### src/rtl/cpu_pkg.sv
`default_nettype none
// ============================================================================
// cpu_pkg
// ----------------------------------------------------------------------------
// Shared CPU-wide types and widths.
//   PC_W : program-counter / instruction-address width
//   pc_t : program-counter value type (return addresses, next-PC)
// Revision: 1.0  initial release
// ============================================================================
package cpu_pkg;

  localparam int PC_W = 10;

  typedef logic [PC_W-1:0] pc_t;

endpackage : cpu_pkg
`default_nettype wire

### src/rtl/link_stack.sv
`default_nettype none
// ============================================================================
// link_stack
// ----------------------------------------------------------------------------
// Hardware return-address stack. It sits beside the program counter and
// returns its top entry on rl.
//   - A taken jump2sub pushes npc.
//   - A taken retFsub pops.
//   - rl shows the top entry combinationally, so the PC can load it on the
//     same edge as the pop.
//
// Ports
//   clk       in   system clock; all state changes on posedge
//   reset     in   asynchronous active-high clear
//   start     in   synchronous clear; overrides every strobe in its cycle
//   branch    in   branch strobe; suppresses jump2sub/retFsub
//   jump2sub  in   call strobe (push)
//   retFsub   in   return strobe (pop)
//   npc       in   return address (PC+1)
//   rl        out  top-of-stack return address; 0 when empty
//   depth     out  number of valid entries, 0..DEPTH
//   empty     out  depth == 0
//   full      out  depth == DEPTH
//   err       out  sticky overflow/underflow flag
//
// Configuration macro
//   LINK_STACK_ERR_EN : when defined, err is set by any overflow push or
//                       underflow pop and holds until reset or start.
//                       When undefined, err is constant 0.
// Revision: 1.0  initial release
// ============================================================================
module link_stack
  import cpu_pkg::*;
#(
  parameter int DEPTH = 8,      // power of two, >= 2
  parameter int AW    = PC_W    // must equal PC_W
) (
  input  logic                    clk,
  input  logic                    reset,
  input  logic                    start,
  input  logic                    branch,
  input  logic                    jump2sub,
  input  logic                    retFsub,
  input  logic [AW-1:0]           npc,
  output logic [AW-1:0]           rl,
  output logic [$clog2(DEPTH):0]  depth,
  output logic                    empty,
  output logic                    full,
  output logic                    err
);

  localparam int                c_sp_w = $clog2(DEPTH);
  localparam logic [c_sp_w:0]   c_full = (c_sp_w+1)'(DEPTH);

  pc_t               mem [DEPTH];
  logic [c_sp_w-1:0] sp_q, sp_d, top_idx_w;
  logic [c_sp_w:0]   depth_q, depth_d;
  logic              push_w, pop_w, empty_w, full_w;

  // Same priority as the PC: branch > jump2sub > retFsub, and start kills all.
  assign push_w  = jump2sub & ~branch & ~start;
  assign pop_w   = retFsub & ~jump2sub & ~branch & ~start;

  assign empty_w = (depth_q == '0);
  assign full_w  = (depth_q == c_full);

  always_comb begin
    sp_d    = sp_q;
    depth_d = depth_q;
    if (push_w) begin
      // A push while full wraps over the oldest entry; depth saturates.
      sp_d = sp_q + c_sp_w'(1);
      if (!full_w) begin
        depth_d = depth_q + (c_sp_w+1)'(1);
      end
    end else if (pop_w && !empty_w) begin
      // A pop while empty leaves the pointer alone so rl stays 0.
      sp_d    = sp_q - c_sp_w'(1);
      depth_d = depth_q - (c_sp_w+1)'(1);
    end
  end

  always_ff @(posedge clk or posedge reset) begin
    if (reset) begin
      sp_q    <= '0;
      depth_q <= '0;
    end else if (start) begin
      sp_q    <= '0;
      depth_q <= '0;
    end else begin
      sp_q    <= sp_d;
      depth_q <= depth_d;
    end
  end

  // Storage has no reset; the entries are only visible through depth_q.
  always_ff @(posedge clk) begin
    if (push_w) begin
      mem[sp_q] <= pc_t'(npc);
    end
  end

  assign top_idx_w = sp_q - c_sp_w'(1);
  assign rl        = empty_w ? '0 : AW'(mem[top_idx_w]);
  assign depth     = depth_q;
  assign empty     = empty_w;
  assign full      = full_w;

`ifdef LINK_STACK_ERR_EN
  logic err_q;

  always_ff @(posedge clk or posedge reset) begin
    if (reset) begin
      err_q <= 1'b0;
    end else if (start) begin
      err_q <= 1'b0;
    end else if ((push_w && full_w) || (pop_w && empty_w)) begin
      err_q <= 1'b1;
    end
  end

  assign err = err_q;
`else
  assign err = 1'b0;
`endif

endmodule : link_stack
`default_nettype wire
### config.mk
export PLATFORM = sky130hd
export DESIGN_NAME = link_stack
export DESIGN_NICKNAME = d
export VERILOG_FILES = /design/src/rtl/cpu_pkg.sv /design/src/rtl/link_stack.sv
export SDC_FILE = /design/constraint.sdc
export NUM_CORES = 1
export LEC_CHECK = 0
export ABC_AREA = 1
export CAP_MARGIN = 40
export CORE_MARGIN = 8
export CORE_UTILIZATION = 46
export CTS_BUF_LIST = sky130_fd_sc_hd__clkbuf_4 sky130_fd_sc_hd__clkbuf_8
export CTS_CLUSTER_SIZE = 30
export DETAILED_ROUTE_END_ITERATION = 10
export PLACE_DENSITY = 0.72
export SLEW_MARGIN = 20
export SYNTH_ARGS = -nofsm -noshare
export SYNTH_HDL_FRONTEND = slang
export SYNTH_SLANG_ARGS = --single-unit
export TNS_END_PERCENT = 1
### constraint.sdc
create_clock -name clk -period 2.9 [get_ports clk]
set_input_delay 0.58 -clock clk [delete_from_list [all_inputs] [get_ports clk]]
set_output_delay 0.58 -clock clk [all_outputs]
set_load 0.1 [all_outputs]
==> impl_metrics.toml, run 1 <==
[finish]
layout.cells.most_common_list = "edfxtp_1, nor2_1, o21ai_0"
layout_commonest_cell = "edfxtp_1"
drive_gt1_share_pct = 16.8
nets = 403
antenna_cells = 0
area_growth_pct = 20.4

[timing]
relSlewSlack_pct = 58.8
finalClockSkew_ns = 0.00739
setup_viol = 0
tightest_slew_ns = 0.617
min_period_ns = 2.72
max_freq_ghz = 0.367
holdWs_ns = 0.461
slew_viol_final = 0
period_share_pct = 93.9
hold_viol = 0

[floorplanning]
core_area_um2 = 8090
rows = 33
die_area_um2 = 11300
die_x_um = 106
die_y_um = 106
io_pins = 33
start_util_pct = 46.5

[yosys]
yosysTopAreaCell = "edfxtp_1"
synth_top_family_by_area = "simple AND/OR/NAND/NOR gates"
synth-main-ff-cell = "edfxtp_1"
synth-simple-area-share_pct = 13.9
ys_warn_count = 0
synthXorXnorAreaFrac_pct = 0.698
synth_compound_area_share_pct = 10.5
synth_area_leaders = "edfxtp_1, nor2_1, o21ai_0"
synth_area_um2 = 3760
yosys-mux-area-fraction_pct = 0
syn_nets = 360
yosysSeqAreaShare_pct = 68.5
synth_edf_count = 80
synth-async-reset-ratio_pct = 8.05
synthAdderAreaFrac_pct = 1.33
yosysUniqueCellTypes = 26
postSynthAreaPerCell_um2 = 11.1
ys_ff_latch = 87
synth_top_area_share_pct = 63.9
synthCells = 340

[placement]
port_buffers = 31
dpl.hpwl_mm = 5.13
gp_congestion = 0.799

[global_routing]
first_global_vias = 2428
globalRoute.totalOverflow = 0
grt_first_pass_wirelength_mm = 12.9
grt_max_degree = 47
antenna_found_initial = 0
grt_usage_pct = 14.8

[drt]
drt-initial-drc-count = 184
vias_per_cell = 5.24
wl_per_cell_um = 16.7
vias = 2581
wl_mm = 8.21
antenna_left = 0
drtPass1Iterations = 5
drcViolationCount = 0

[setup_path]
endpoint_kind = "primary output"
reg2reg_from = "depth[0]"
r2r_slack_ns = 0.98
path_max_fanout = 19
worstPathRequired_ns = 2.32
r2r-end = "depth[0]"
r2r_cells = 7
cp-endpoint = "rl[2]"
worst-setup-path-type = "reg -> out"
critPathLaunch = "sp_q[1]"
worstPathArrival_ns = 2.14
start_kind = "flop"

[run_status]
run_status = "finished clean"

[clock_tree]
cts_buffer_depth = 2
cts-root-buf = "clkbuf_8"
cts_hold_buf = 0
clock_sinks = 87
htreeDepth = 3
clkTransAtPathRegs_ns = 0.09
cts_made_buffers = 9
cts_tree = "built"
worstSkewPairLatency_ns = 0.35

[run]
maxCapViolCount = 0

[min_path]
hold_path_class = "in -> async"
cells in the mapped netlist (2+ instances only):
master,number
buf_6,3
ha_1,4
buf_2,6
buf_4,4
nor2_1,88
dfrtp_1,7
edfxtp_1,80
xnor2_1,2
o21ai_1,15
o21ai_0,60
nand3_1,6
nor3_1,4
inv_1,19
clkbuf_2,2
nand2_1,29
repair_timing:
item                       4_1_cts  5_1_grt
setup buffers                    0        1
gates resized for setup          0        4
setup endpoints to repair        0        4
hold endpoints to repair         0        0
routing by layer:
metal | global-route usage [%] | vias up | share of wire [%]
li1 | - | 1256 | -
met1 | 19.6 | 1235 | 45
met2 | 23.1 | 80 | 47
met3 | 4.11 | 10 | 6.1
met4 | 4.92 | 0 | 1.1
met5 | 0 | - | 0
critical path, stage by stage, from the launching register on:
cell     delay (ns)
dfrtp_1        0.41
inv_1          0.12
ha_4           0.30
buf_6          0.17
o21ai_0        0.10
o21ai_1        0.14
o21ai_1        0.08
nor2_2         0.25
buf_12         0.21
area by class of cell:
type,instances,area (um^2)
Sequential cell,87,2580
Clock inverter,6,43.8
Timing Repair Buffer,48,531
Multi-Input combinational cell,217,1040
Tap cell,105,131
Clock buffer,10,131
Inverter,20,77.6
Fill cell,708,3560
sequential cells by signal (all words and copies together), names as in the netlist:
signal  count
depth       4
mem        80
sp_q        3
stage by stage:
| step | util (%) | setup slack [ns] | TNS (ns) | instances | cell area, um^2 |
|---|---|---|---|---|---|
| detailed placement | 53.5 | 0.509 | 0 | 476 | 4330 |
| finish | 56.0 | 0.176 | 0 | 493 | 4530 |
| floorplan | - | -0.176 | -1.38 | 340 | 3790 |
| global placement | 53.5 | 0.527 | 0 | 476 | 4330 |
| global route | 56.0 | -0.00492 | -0.00492 | 493 | 4530 |
| CTS | 55.6 | 0.102 | 0 | 492 | 4500 |
how the worst min path moves through the flow:
stage | endpoint | slack [ns] | depth (start not counted)
after floorplan | depth[0] | 0.38 | 1
after global placement | depth[3] | 0.52 | 2
after detailed placement | depth[3] | 0.54 | 2
after global routing | depth[1] | 0.47 | 2
final | depth[0] | 0.46 | 2
after CTS | depth[3] | 0.46 | 2
cells by family after synthesis:
| family | Yosys count |
|---|---|
| buf+inv | 36 |
| other cells | 1 |
| simple gates | 131 |
| compound gates | 78 |
| xor+xnor | 3 |
| fa+ha+maj | 4 |
| flops | 87 |
Power of run 1 is left out: the tool's default activity adds up to more than one toggle a clock period on the data nets, which glitch-free logic cannot reach.
==> run 2: changes to the inputs <==
--- a/config.mk
+++ b/config.mk
@@ -13,7 +13,7 @@
 export CTS_CLUSTER_SIZE = 30
 export DETAILED_ROUTE_END_ITERATION = 10
 export PLACE_DENSITY = 0.72
-export SLEW_MARGIN = 20
+export SLEW_MARGIN = 5
 export SYNTH_ARGS = -nofsm -noshare
 export SYNTH_HDL_FRONTEND = slang
 export SYNTH_SLANG_ARGS = --single-unit
==> results of run 2 <==
No change in the layout: final DEF, timing and power equal those of run 1.
Power of run 2 is left out for the same reason.
